**config.mk**
```make
export PLATFORM = sky130hd
export DESIGN_NAME = driver_paso_motor
export DESIGN_NICKNAME = d
export VERILOG_FILES = /design/src/rtl/paso_pkg.sv /design/src/rtl/divisor_tick.sv /design/src/rtl/driver_paso_motor.sv
export SDC_FILE = /design/constraint.sdc
export NUM_CORES = 1
export LEC_CHECK = 0
export ABC_AREA = 1
export BUFFER_PORTS_ARGS = -buffer_cell sky130_fd_sc_hd__buf_2
export CAP_MARGIN = 5
export CORE_ASPECT_RATIO = 1.4
export CORE_MARGIN = 1.5
export CORE_UTILIZATION = 50
export DETAILED_ROUTE_END_ITERATION = 8
export PLACE_DENSITY = 0.68
export RECOVER_POWER = 25
export SYNTH_ARGS = -nofsm -noshare
export SYNTH_HDL_FRONTEND = slang
export SYNTH_SLANG_ARGS = --single-unit
```
**constraint.sdc**
```tcl
create_clock -name clk -period 3.47 [get_ports clk]
set_input_delay 0.5205 -clock clk [delete_from_list [all_inputs] [get_ports clk]]
set_output_delay 0.5205 -clock clk [all_outputs]
set_load 0.1 [all_outputs]
```
**src/rtl/paso_pkg.sv**
```systemverilog
// Shared types and phase tables for the stepper driver.
// HALF_STEP_EN selects the 8-entry half-step table and a 3-bit phase index.
package paso_pkg;

  typedef enum logic [1:0] {IDLE, RUN, DEAD} state_e;

  localparam logic [1:0] CMD_MOVE = 2'b01;
  localparam logic [1:0] CMD_STOP = 2'b00;

`ifdef HALF_STEP_EN
  localparam bit HALF_STEP = 1'b1;
`else
  localparam bit HALF_STEP = 1'b0;
`endif

  localparam int unsigned PHASE_W = HALF_STEP ? 3 : 2;

  // Entry 0 sits in the least significant nibble; CCW walks upward.
  localparam logic [15:0] FULL_STEP_TBL = {4'b1001, 4'b0011, 4'b0110, 4'b1100};
  localparam logic [31:0] HALF_STEP_TBL = {4'b1001, 4'b0001, 4'b0011, 4'b0010,
                                           4'b0110, 4'b0100, 4'b1100, 4'b1000};

  function automatic logic [3:0] phase_coil(input logic [PHASE_W-1:0] idx);
    if (HALF_STEP) begin
      return HALF_STEP_TBL[{idx, 2'b00} +: 4];
    end else begin
      return FULL_STEP_TBL[{idx[1:0], 2'b00} +: 4];
    end
  endfunction

endpackage

```
**src/rtl/divisor_tick.sv**
```systemverilog
// Step-rate divider: one-cycle tick every CLK_DIV enabled cycles, synchronous clear.
module divisor_tick #(
  parameter int unsigned CLK_DIV = 50000
) (
  input  logic clk,
  input  logic rst,
  input  logic clr,
  input  logic run,
  output logic tick
);

  localparam int unsigned CNT_W = (CLK_DIV > 1) ? $clog2(CLK_DIV) : 1;
  localparam logic [CNT_W-1:0] CNT_LAST = CNT_W'(CLK_DIV - 1);

  logic [CNT_W-1:0] cnt_q;

  assign tick = run && !clr && (cnt_q == CNT_LAST);

  always_ff @(posedge clk) begin
    if (rst || clr) begin
      cnt_q <= '0;
    end else if (run) begin
      cnt_q <= tick ? '0 : cnt_q + CNT_W'(1);
    end
  end

endmodule

```
**src/rtl/driver_paso_motor.sv**
```systemverilog
// One-axis unipolar stepper driver with degree position tracking.
// Define HALF_STEP_EN for half-step phase sequencing.
module driver_paso_motor
  import paso_pkg::*;
#(
  parameter int unsigned CLK_DIV       = 50000,
  parameter int unsigned STEPS_PER_DEG = 4,
  parameter int unsigned POS_MAX       = 359,
  parameter int unsigned POS_INIT      = 0,
  parameter bit          WRAP          = 1'b1,
  parameter int unsigned DEAD_CYC      = 1000
) (
  input  logic        clk,
  input  logic        rst,
  input  logic        enable,
  input  logic [1:0]  cmd_pos,
  input  logic [1:0]  cmd_neg,
  output logic [3:0]  coil,
  output logic [15:0] pos_actual,
  output logic        busy,
  output logic        at_limit,
  output logic        cmd_err
);

  localparam int unsigned STEP_W = $clog2(STEPS_PER_DEG + 1) + 1;
  localparam int unsigned DEAD_W = (DEAD_CYC > 1) ? $clog2(DEAD_CYC) : 1;
  localparam logic [STEP_W-1:0] SPD_P     = STEP_W'(STEPS_PER_DEG);
  localparam logic [STEP_W-1:0] SPD_N     = STEP_W'(0) - SPD_P;
  localparam logic [15:0]       POS_TOP   = 16'(POS_MAX);
  localparam logic [DEAD_W-1:0] DEAD_LAST = DEAD_W'(DEAD_CYC - 1);

  logic cw_dec, ccw_dec, err_dec;
  logic cw_q, ccw_q, err_q;
  state_e state_q, state_d;
  logic dir_q, dir_d;  // 1 = CCW
  logic [DEAD_W-1:0] dead_q, dead_d;
  logic [PHASE_W-1:0] idx_q, idx_d;
  logic energised_q, energised_d;
  logic [STEP_W-1:0] step_q, step_d, step_up, step_dn;
  logic [15:0] pos_q, pos_d;
  logic at_limit_q, at_limit_d;
  logic [3:0] coil_q, coil_d;
  logic tick, step_now, blocked;

  always_comb begin
    cw_dec  = (cmd_pos == CMD_MOVE) && (cmd_neg == CMD_STOP);
    ccw_dec = (cmd_neg == CMD_MOVE) && (cmd_pos == CMD_STOP);
    err_dec = !(cw_dec || ccw_dec) && !((cmd_pos == CMD_STOP) && (cmd_neg == CMD_STOP));
  end

  divisor_tick #(
    .CLK_DIV(CLK_DIV)
  ) u_div (
    .clk (clk),
    .rst (rst),
    .clr (state_q != RUN),
    .run (state_q == RUN),
    .tick(tick)
  );

  always_comb begin
    state_d     = state_q;
    dir_d       = dir_q;
    dead_d      = '0;
    idx_d       = idx_q;
    energised_d = energised_q;
    step_d      = step_q;
    pos_d       = pos_q;
    step_now    = 1'b0;
    blocked     = 1'b0;
    step_up     = step_q + STEP_W'(1);
    step_dn     = step_q - STEP_W'(1);

    if (!enable) begin
      state_d = IDLE;
    end else begin
      unique case (state_q)
        IDLE: begin
          if (cw_q || ccw_q) begin
            state_d = RUN;
            dir_d   = ccw_q;
          end
        end
        RUN: begin
          if (!(cw_q || ccw_q)) begin
            state_d = IDLE;
          end else if (ccw_q != dir_q) begin
            state_d = DEAD;
          end else begin
            step_now = tick;
          end
        end
        DEAD: begin
          if (!(cw_q || ccw_q)) begin
            state_d = IDLE;
          end else if (dead_q == DEAD_LAST) begin
            state_d = RUN;
            dir_d   = ccw_q;
          end else begin
            dead_d = dead_q + DEAD_W'(1);
          end
        end
        default: state_d = IDLE;
      endcase
    end

    // Sub-degree count is signed so a reversal unwinds partial degrees.
    if (step_now) begin
      if (dir_q) begin
        blocked = !WRAP && (pos_q == POS_TOP) && !step_q[STEP_W-1];
        if (!blocked) begin
          if (energised_q) idx_d = idx_q + PHASE_W'(1);
          if (step_up == SPD_P) begin
            step_d = '0;
            pos_d  = (pos_q == POS_TOP) ? 16'd0 : pos_q + 16'd1;
          end else begin
            step_d = step_up;
          end
        end
      end else begin
        blocked = !WRAP && (pos_q == 16'd0) && (step_q[STEP_W-1] || (step_q == '0));
        if (!blocked) begin
          if (energised_q) idx_d = idx_q - PHASE_W'(1);
          if (step_dn == SPD_N) begin
            step_d = '0;
            pos_d  = (pos_q == 16'd0) ? POS_TOP : pos_q - 16'd1;
          end else begin
            step_d = step_dn;
          end
        end
      end
      // The first transition after reset energises the current phase.
      energised_d = energised_q || !blocked;
    end

    at_limit_d = (state_d == RUN) && (blocked || at_limit_q);
    coil_d     = (enable && energised_d) ? phase_coil(idx_d) : 4'b0000;
  end

  always_ff @(posedge clk) begin
    if (rst) begin
      cw_q        <= 1'b0;
      ccw_q       <= 1'b0;
      err_q       <= 1'b0;
      state_q     <= IDLE;
      dir_q       <= 1'b0;
      dead_q      <= '0;
      idx_q       <= '0;
      energised_q <= 1'b0;
      step_q      <= '0;
      pos_q       <= 16'(POS_INIT);
      at_limit_q  <= 1'b0;
      coil_q      <= 4'b0000;
    end else begin
      cw_q        <= cw_dec;
      ccw_q       <= ccw_dec;
      err_q       <= err_dec;
      state_q     <= state_d;
      dir_q       <= dir_d;
      dead_q      <= dead_d;
      idx_q       <= idx_d;
      energised_q <= energised_d;
      step_q      <= step_d;
      pos_q       <= pos_d;
      at_limit_q  <= at_limit_d;
      coil_q      <= coil_d;
    end
  end

  assign coil       = coil_q;
  assign pos_actual = pos_q;
  assign busy       = (state_q == RUN) || (state_q == DEAD);
  assign at_limit   = at_limit_q;
  assign cmd_err    = err_q;

endmodule

```
Yosys cells after proc, flatten, opt, wreduce, memory -nomap -nowiden
Cells that the tools add are included.

operators by class
  add/subtract/negate cells = 8
  equality and inequality tests = 16
  shifts and indexed selects = 1
  muxes and demuxes = 31
  bitwise logic cells = 4
  reduce and logical (&&, ||, !) cells = 28

operator list
  kind                     count
  $mux 16                  6
  $add 16x1->16 const B    2
  $mux 2                   10
  $eq 16x16->1 const B     1
  $eq 16x9->1 const B      1
  $logic_not 16->1         1
  $shiftx 16x5->4 const A  1
  $sub 16x1->16 const B    1
  $mux 4                   3
  $add 10x1->10 const B    1
  $eq 10x10->1 const B     1
  $mux 1                   10
  $eq 2x1->1 const B       4
  $logic_and 1x1->1        8
  $logic_not 2->1          3
  $logic_or 1x1->1         6
  $ne 2x2->1 const B       3
  $pmux 2 s3               1
  $reduce_and 5->1         1
  $reduce_or 5->1          1
  $add 4x1->4 const B      1
  $eq 4x3->1 const B       1
  $eq 4x4->1 const B       1
  $logic_not 1->1          4
  other kinds (11)         16

word-level totals
  register bits = 60
  output and inout bits = 23
  logic and storage cells = 101

Longest topological paths before layout
Gate-level depths: netlist (run 1).

  depth in word-level cells = 15
  gate-level depth with buffers = 13
  mapped depth without buffers = 13

Hierarchy
From an unflattened synthesis (run 1), not the netlist that was laid out.

unflattened totals
  cells, all modules = 641
  area, all modules = 4005.1 um^2

modules (own cells, without submodules)
  module             times used  cells an instance  area an instance (um^2)
  driver_paso_motor  1           507                3071.7
  divisor_tick       1           134                933.4

Worst setup path before layout (run 1)
OpenSTA, ideal clock, no wires.

  kind = register to register
  from = reg pos_q[0] (netlist: pos_actual[0])
  to = reg pos_q[6] (netlist: pos_actual[6])
  setup time = 0.064 ns
  arrival time = 2.301 ns
  data required time = 3.406 ns
  slack = 1.106 ns
  cell stages (with the launch flop) = 11
  period minus slack after synthesis = 2.364 ns
  cell sequence = dfxtp_1 ha_1 nand2_1 inv_1 nand3_1 inv_1 nor2_1 or2_2 o21ai_0 nor2_1 nor2_1

between the ends
  cells in the longest elaborated chain, start to end = 4
  elaborated cells between the ends (all ways) = 9

RTL lines
  what                                         line                                                RTL
  start, declared                              driver_paso_motor.sv:40                             logic [15:0] pos_q, pos_d;
  start signal, assigned                       driver_paso_motor.sv:151                            pos_q <= 16'(POS_INIT);
  start signal, assigned                       driver_paso_motor.sv:164                            pos_q <= pos_d;
  $sub 16x1->16, or another cell as far along  driver_paso_motor.sv:126                            pos_d = (pos_q == 16'd0) ? POS_TOP : pos_q - 16'd1;
  $mux 16 (on tied branches)                   driver_paso_motor.sv:126, driver_paso_motor.sv:115
  $mux 16 (on tied branches)                   driver_paso_motor.sv:124, driver_paso_motor.sv:113
  $mux 16 *                                    driver_paso_motor.sv:109                            if (dir_q) begin

Every way passes the cells marked *; elsewhere a longest branch is shown, timed or not. The select of a mux whose other input is x is not followed.
A chain may end at the register's enable or synchronous reset.

Worst setup path in the final report (run 1)
  from = reg pos_q[1] (netlist: pos_actual[1])
  to = out pos_actual[1]

RTL lines
  what           line                     RTL
  end, declared  driver_paso_motor.sv:19  output logic [15:0] pos_actual,

No word-level cell between the ends.

==> qor.yml, run 1 <==
sta:
  rsz0062_at_grt: "false"
  drv_slew: 0
  final.period_utilization: 0.6109
  tns_ps: 0
  setup_violations: 0
  fin_crit_ps: 2120
  worst_slew_pin_slew_ps: 1168
  slew_headroom: 0.2250
  hold_viol: 0
  hold-worst-slack_ps: 425.6
  worst_clock_skew_ps: 8.129
  fmax_ghz: 0.4717
global_routing:
  antenna_found_initial: 0
  grt_start_max_net_pins: 23
  grt_usage: 0.2484
  grt_pass1_vias: 3723
  grt_pass1_wl_mm: 16.04
  grt_overflow_total: 0
layout:
  fin_nets: 652
  drive_gt1_frac: 0.08777
  finalNonFillerCells: 735
  nFillCells: 790
  layout_commonest_cell: "nand2_1"
  finalCoreUtilization: 0.5693
  antennaDiodeCount: 0
  layout.cells.most_common_list: "nand2_1 (148), nor2_1 (119), inv_1 (74), dfxtp_1 (60), nand3_1 (41)"
  syn_to_final_growth_pct: 10.34
  seq_area_um2: 1201
  multiInputGateArea_um2: 2198
logic_synthesis:
  synth.area.mux_share: 0
  synth-xor-area-share: 0.03879
  yosysUniqueCellTypes: 35
  ys_dominant_reg_cell: "dfxtp_1"
  synthesis.nets: 622
  synth_simple_gate_area_frac: 0.4118
  synth_edf_count: 0
  synth_top_family_by_area: "simple AND/OR/NAND/NOR gates"
  synthesis.area_um2: 3774
  ys_ff_latch: 60
  synth_compound_area_frac: 0.09218
  syn_inst: 603
  ys.warnings.count: 0
  avgSynthCellArea_um2: 6.258
  async_flop_share: 0
  synth_seq_area_share: 0.3183
  synthAdderAreaFrac: 0.03979
clock_network:
  cts_root_buffer: "clkbuf_8"
  post-cts-setup-buffers: 0
  clock_latency_ps: 340
  cts_tree: "built"
  cts_made_buffers: 9
  cts-htree-levels: 3
  clkTransAtPathRegs_ps: 80
  hold_buffers: 0
  cts_buffer_depth: 2
  cts_resized: 0
  numClockSinks: 60
pwr:
  power_frac_seq: 0.506
  power_leakage_uw: 0.001980
  cellPowerDensity_nw_per_um2: 327.5
  ir_worst_vdd_mv: 0.3302
  p_comb_frac: 0.027
  swShare: 0.2420
  p_clk_frac: 0.467
  power.total_uw: 1364
  p_int_uw: 1034
  p_sw_uw: 330.0
detailed_routing:
  wl_per_cell_um: 12.96
  remaining_drc_errors: 0
  routed_wl_mm: 9.526
  postRouteAntennaNets: 0
  dr.pass1.iters: 5
  vias: 3864
  vias_per_cell: 5.257
  drt_iter0_markers: 197
floorplan:
  ioPinCount: 30
  die_h_um: 105.8
  dieArea_um2: 8084
  start_util: 0.5159
  core_um2: 7315
  rows: 37
  die_w_um: 76.42
worst_setup_path:
  criticalPathCategory: "flop to output pin"
  critPathArrivalTime_ps: 1600
  crit_buf_inv: 1
  critPathSlowestCell: "clkbuf_1"
  critPathTopFamily: "buffers and inverters"
  slowest_delay_ps: 880
  worstPathRequired_ps: 2950
  crit_path_end_kind: "output pin"
  startpoint_type: "flop"
  critPathMaxFanout: 4
  cp_cell_sequence: "clkbuf_1"
hold_path:
  hold_path.class: "primary input to flop"
placed_design:
  routabilityCongestion: 0.8993
  numPortBuffers: 29
  dpl.cell_count: 719
  dp_hpwl_mm: 7.232
run_status:
  status: "completed"
run:
  max-cap-violations: 0
-- power groups by stage --
stage | combinational (µW) | clock [µW] | sequential (µW)
final | 36.6 | 636 | 691
after global routing | 40.1 | 689 | 691
after CTS | 37.1 | 652 | 691
after floorplan | 20.9 | 0 | 713
after detailed placement | 37.0 | 0 | 707
after global placement | 36.5 | 0 | 707
-- per-stage QoR --
stage	area, µm²	setup slack (ps)
detailed placement	3975	1540
global placement	3975	1577
floorplan	3774	1106
finish	4164	1350
CTS	4174	1415
global route	4164	1279
-- state kept, by name, indices dropped and copies added, names as in the netlist --
signal       count
u_div.cnt_q     16
ccw_q            1
coil             4
dead_q          10
step_q           4
cw_q             1
state_q          2
dir_q            1
cmd_err          1
pos_actual      16
at_limit         1
energised_q      1
idx_q            2
-- routing by layer --
| metal | vias to the layer above | GRT usage | wire length, µm |
|---|---|---|---|
| met2 | 110 | 0.4758 | 5024 |
| met4 | 0 | 0.1389 | 337 |
| met1 | 1750 | 0.2406 | 3724 |
| met5 | - | 0 | 0 |
| li1 | 1977 | - | - |
| met3 | 27 | 0.05628 | 440 |
-- final timing paths --
kind / from / endpoint / slack, ps / cells past startpoint
setup / recovery: pos_actual[1] / pos_actual[1] / 1350 / 1
hold / removal: cmd_pos[0] / ccw_q / 430 / 4
setup reg to reg: pos_actual[0] / pos_actual[15] / 1500 / 11
hold reg to reg: dead_q[0] / dead_q[0] / 450 / 1
-- synth_stat cells, types with 3 or more instances --
cell,count,share of area
o21ai_0,28,0.037
nand4_1,15,0.025
buf_6,3,0.0090
ha_1,12,0.040
nor3_1,19,0.025
dfxtp_1,60,0.32
xor2_1,12,0.028
nand3_1,41,0.054
inv_1,74,0.074
or2_2,3,0.0050
a31oi_1,3,0.0050
and3_1,4,0.0066
nor2_1,119,0.12
clkbuf_1,6,0.0060
nor3b_1,5,0.0099
a21oi_1,24,0.032
nand2_2,3,0.0050
nand2_1,148,0.15
-- area by class of cell --
cell class                 instances  area share
clock buffer                       9     0.02975
clock inverter                     7     0.01803
inverter                          77     0.07061
multi-input combinational        454      0.5279
sequential                        60      0.2885
tap                               97     0.02915
timing repair buffer              31     0.03606
-- kinds of logic (layout without fill, tap and decap cells) --
| logic type | count (synthesis) | in the layout |
|---|---|---|
| AND/OR/NAND/NOR | 364 | 364 |
| buffers and inverters | 89 | 124 |
| adder cells (fa/ha/maj) | 12 | 12 |
| flip-flops | 60 | 60 |
| XOR/XNOR | 15 | 15 |
| AO/OA/AOI/OAI | 63 | 63 |
(Power assumes the default switching activity.)
==> run 2, diff against run 1 <==
- clock period: 3.47 -> 2.2 ns (I/O delays scaled with it)
==> qor.yml, run 2 (synthesized netlist as in run 1, its figures left out) <==
run_status:
  status: "completed"
worst_setup_path:
  worstPathRequired_ps: 1870
  criticalPathCategory: "flop to output pin"
  cp_num_cells: 1
  crit_buf_inv: 1
  slowest_delay_ps: 880
  rr_endpoint: "pos_actual[1]"
  crit_path_end_kind: "output pin"
  reg2regPathDepth: 11
  critPathTopFamily: "buffers and inverters"
  critPathSlowestCell: "clkbuf_1"
  startpoint_type: "flop"
  critPathArrivalTime_ps: 1630
  cp_cell_sequence: "clkbuf_1"
  reg2reg_from: "state_q[1]"
  rrSetupSlack_ps: 250
  critPathMaxFanout: 6
  startpoint: "pos_actual[0]"
  endpoint: "pos_actual[0]"
layout:
  nFillCells: 793
  seq_area_um2: 1205
  fin_nets: 657
  layout.cells.most_common_list: "nand2_1 (148), nor2_1 (119), inv_1 (74), dfxtp_1 (57), nand3_1 (41)"
  drive_gt1_frac: 0.09020
  syn_to_final_growth_pct: 10.48
  multiInputGateArea_um2: 2198
  layout_commonest_cell: "nand2_1"
  antennaDiodeCount: 0
pwr:
  p_sw_uw: 489.9
  ir_worst_vdd_mv: 0.5275
  power_leakage_uw: 0.001979
  p_comb_frac: 0.028
  swShare: 0.2414
  power_frac_seq: 0.538
  p_int_uw: 1539
  cellPowerDensity_nw_per_um2: 486.7
  p_clk_frac: 0.435
detailed_routing:
  drt_iter0_markers: 194
  vias: 3900
  wl_per_cell_um: 13.08
  vias_per_cell: 5.270
  postRouteAntennaNets: 0
  routed_wl_mm: 9.680
  dr.pass1.iters: 6
  remaining_drc_errors: 0
placed_design:
  dp_hpwl_mm: 7.288
  place_ws_ps: 251.6
  routabilityCongestion: 0.9768
  numPortBuffers: 29
clock_network:
  cts_made_buffers: 9
  cts_root_buffer: "clkbuf_8"
  clock_latency_ps: 340
  numClockSinks: 60
  hold_buffers: 0
  cts-htree-levels: 3
  post-cts-setup-buffers: 0
  cts_buffer_depth: 2
  clkTransAtPathRegs_ps: 70
  cts_resized: 0
  cts_tree: "built"
floorplan:
  core_um2: 7315
  start_util: 0.5159
  die_h_um: 105.8
  ioPinCount: 30
  rows: 37
  die_w_um: 76.42
  dieArea_um2: 8084
sta:
  layout_setup_ws_ps: 243.6
  drv_slew: 0
  hold_viol: 0
  fmax_ghz: 0.5112
  slew_headroom: 0.2176
  worst_clock_skew_ps: 8.920
  setup_violations: 0
  worst_slew_pin_slew_ps: 1179
  fin_crit_ps: 1956
  rsz0062_at_grt: "false"
  final.period_utilization: 0.8893
  tns_ps: 0
global_routing:
  antenna_found_initial: 0
  grt_pass1_vias: 3769
  grt_start_max_net_pins: 23
  grt_usage: 0.2548
  grt_pass1_wl_mm: 16.40
  grt_overflow_total: 0
hold_path:
  hold_path.class: "primary input to flop"
run:
  max-cap-violations: 0
[run 2: changes by cell type in the layout (fill, tap and decap cells not counted), moves of 2 or more]
cell,change
buf_2,-4
buf_4,+4
clkbuf_1,+5
dfxtp_1,-3
dfxtp_2,+3
inv_6,-2
[run 2: power groups by stage]
| stage | clock [µW] | sequential [µW] | combinational [µW] |
|---|---|---|---|
| 2_1_floorplan | 0 | 1120 | 32.9 |
| 3_3_place_gp | 0 | 1120 | 57.1 |
| 3_5_place_dp | 0 | 1120 | 57.4 |
| 4_1_cts | 909 | 1090 | 57.7 |
| 5_1_grt | 957 | 1090 | 61.9 |
| 6_report | 882 | 1090 | 56.5 |
[run 2: area by class of cell]
type / instances / area share
multi-input cells: 454 / 0.5273
flip-flops and latches: 60 / 0.2890
inverters: 77 / 0.07053
repair buffers: 36 / 0.04322
well taps: 97 / 0.02911
clock inverters: 4 / 0.006002
clock buffers: 12 / 0.03481
[run 2: how the worst min path moves through the flow]
stage	start	endpoint	slack, ps	cells past startpoint
global placement	u_div.cnt_q[0]	u_div.cnt_q[0]	430	1
floorplan	dead_q[0]	dead_q[0]	420	1
detailed placement	u_div.cnt_q[0]	u_div.cnt_q[0]	440	1
global route	cmd_pos[0]	ccw_q	240	4
CTS	cmd_pos[0]	ccw_q	230	4
finish	cmd_pos[0]	ccw_q	240	4
[run 2: metal layers]
| layer | up-vias | global-route usage | wire (µm) |
|---|---|---|---|
| met5 | - | 0 | 0 |
| met4 | 0 | 0.1402 | 370 |
| met3 | 29 | 0.04935 | 439 |
| met2 | 123 | 0.4879 | 5193 |
| met1 | 1757 | 0.2531 | 3678 |
| li1 | 1991 | - | - |
[run 2: per-stage QoR]
| step | cells | utilization | hold slack, ps | total power, µW | cell area (µm²) |
|---|---|---|---|---|---|
| final | 740 | 0.5700 | 241.1 | 2029 | 4169 |
| after detailed placement | 724 | 0.5491 | 437.2 | 1173 | 4016 |
| after global placement | 724 | 0.5491 | 426.5 | 1173 | 4016 |
| after CTS | 740 | 0.5724 | 230.8 | 2057 | 4187 |
| after floorplan | 603 | - | 417.6 | 1157 | 3777 |
| after global routing | 740 | 0.5700 | 237.2 | 2110 | 4169 |
==> run 3, diff against run 2 <==
- CORE_UTILIZATION: 50 -> 28
- PLACE_DENSITY: 0.68 -> not set
==> qor.yml, run 3 (synthesized netlist as in run 1, its figures left out) <==
worst_setup_path:
  reg2reg_from: "state_q[1]"
  crit_path_end_kind: "flop"
  critPathArrivalTime_ps: 2180
  startpoint: "state_q[1]"
  critPathTopFamily: "simple AND/OR/NAND/NOR gates"
  critPathSlowestCell: "dfxtp_1"
  criticalPathCategory: "flop to flop"
  cp_cell_sequence: "inv_1 -> ha_1 -> inv_1 -> nor2_1 -> nand2_1 -> nor2_2 -> nand2_4 -> inv_2 -> nand2_4 -> a21oi_1 -> nor2_1"
  startpoint_type: "flop"
  worstPathRequired_ps: 2420
  crit_buf_inv: 3
  slowest_delay_ps: 330
  critPathMaxFanout: 20
floorplan:
  rows: 50
  die_w_um: 101.1
  start_util: 0.2845
  core_um2: 13260
  ioPinCount: 30
  dieArea_um2: 14190
  die_h_um: 140.4
clock_network:
  cts-htree-levels: 3
  cts_buffer_depth: 2
  numClockSinks: 60
  clkTransAtPathRegs_ps: 50
  hold_buffers: 0
  cts_made_buffers: 9
  clock_latency_ps: 330
  cts_tree: "built"
  post-cts-setup-buffers: 0
  cts_root_buffer: "clkbuf_16"
  cts_resized: 0
sta:
  slew_headroom: 0.2184
  rsz0062_at_grt: "false"
  setup_violations: 0
  hold_viol: 0
  tns_ps: 0
  final.period_utilization: 0.8881
  layout_setup_ws_ps: 246.3
  worst_clock_skew_ps: 5.363
  fmax_ghz: 0.5118
  worst_slew_pin_slew_ps: 1178
  drv_slew: 0
  fin_crit_ps: 1954
pwr:
  power_leakage_uw: 0.002077
  cellPowerDensity_nw_per_um2: 598.0
  ir_worst_vdd_mv: 0.3172
layout:
  layout.cells.most_common_list: "nand2_1 (148), nor2_1 (119), inv_1 (74), dfxtp_1 (57), nand3_1 (41)"
  drive_gt1_frac: 0.09737
  fin_nets: 661
  antennaDiodeCount: 0
  syn_to_final_growth_pct: 18.00
  nFillCells: 1521
  layout_commonest_cell: "nand2_1"
global_routing:
  grt_overflow_total: 0
  grt_start_max_net_pins: 23
  grt_pass1_wl_mm: 16.48
  antenna_found_initial: 0
  grt_pass1_vias: 3616
  grt_usage: 0.1465
placed_design:
  place_ws_ps: 237.5
  routabilityCongestion: 0.8682
  numPortBuffers: 29
  dp_hpwl_mm: 7.516
run_status:
  status: "completed"
detailed_routing:
  routed_wl_mm: 9.757
  postRouteAntennaNets: 0
  vias_per_cell: 4.584
  vias: 3800
  wl_per_cell_um: 11.77
  dr.pass1.iters: 4
  remaining_drc_errors: 0
  drt_iter0_markers: 131
run:
  max-cap-violations: 0
hold_path:
  hold_path.class: "primary input to flop"
  hold_start: "cmd_pos[0]"
[run 3: cell count changes in the layout (fill, tap and decap cells not counted)]
cell        change
buf_1           -1
buf_4           +4
bufinv_16       +2
clkbuf_16       +9
clkbuf_8        -9
clkinv_2        +1
clkinvlp_4      -2
[run 3: cell type report]
type                            count  area, µm²  area share
Clock buffer                       11      242.7     0.05451
Clock inverter                      5      75.07     0.01686
Inverter                           77      294.0     0.06603
Multi-Input combinational cell    454       2198      0.4937
Sequential cell                    60       1205      0.2706
Tap cell                          182      227.7     0.05114
Timing Repair Buffer               40      210.2     0.04720
[run 3: power by group]
group | switching (µW) | leakage, µW | internal [µW]
combinational | 43.3 | 0.00143 | 14.8
clock | 496 | 0.000159 | 1020
sequential | 2.21 | 0.000485 | 1090
total | 542 | 0.00208 | 2120
[run 3: final timing paths]
path | to | slack, ps | cells after the start
max | pos_actual[1] | 250 | 11
min | ccw_q | 250 | 4
max reg2reg | pos_actual[1] | 250 | 11
min reg2reg | u_div.cnt_q[0] | 450 | 1
[run 3: through the flow]
stage	std cells	utilization	hold WS, ps	power, µW	area, µm²
after floorplan	603	-	417.6	1157	3777
after global placement	813	0.3131	429.6	1174	4153
after detailed placement	813	0.3131	435.7	1174	4153
after CTS	829	0.3371	238.4	2701	4471
after global routing	829	0.3358	265.4	2754	4453
final	829	0.3358	247.3	2663	4453
[run 3: routing by layer]
layer  vias to the layer above  track usage  part of all wire
met5                         -            0                 0
met2                        73       0.2607              0.50
met1                      1710       0.1650              0.43
met3                        21      0.03643             0.045
met4                         0      0.05629             0.022
li1                       1996            -                 -
[run 3: worst min-delay path: cells and delay by family]
family                 cells  cell delay [ps]
AND/OR/NAND/NOR            2               80
buffers and inverters      2              120
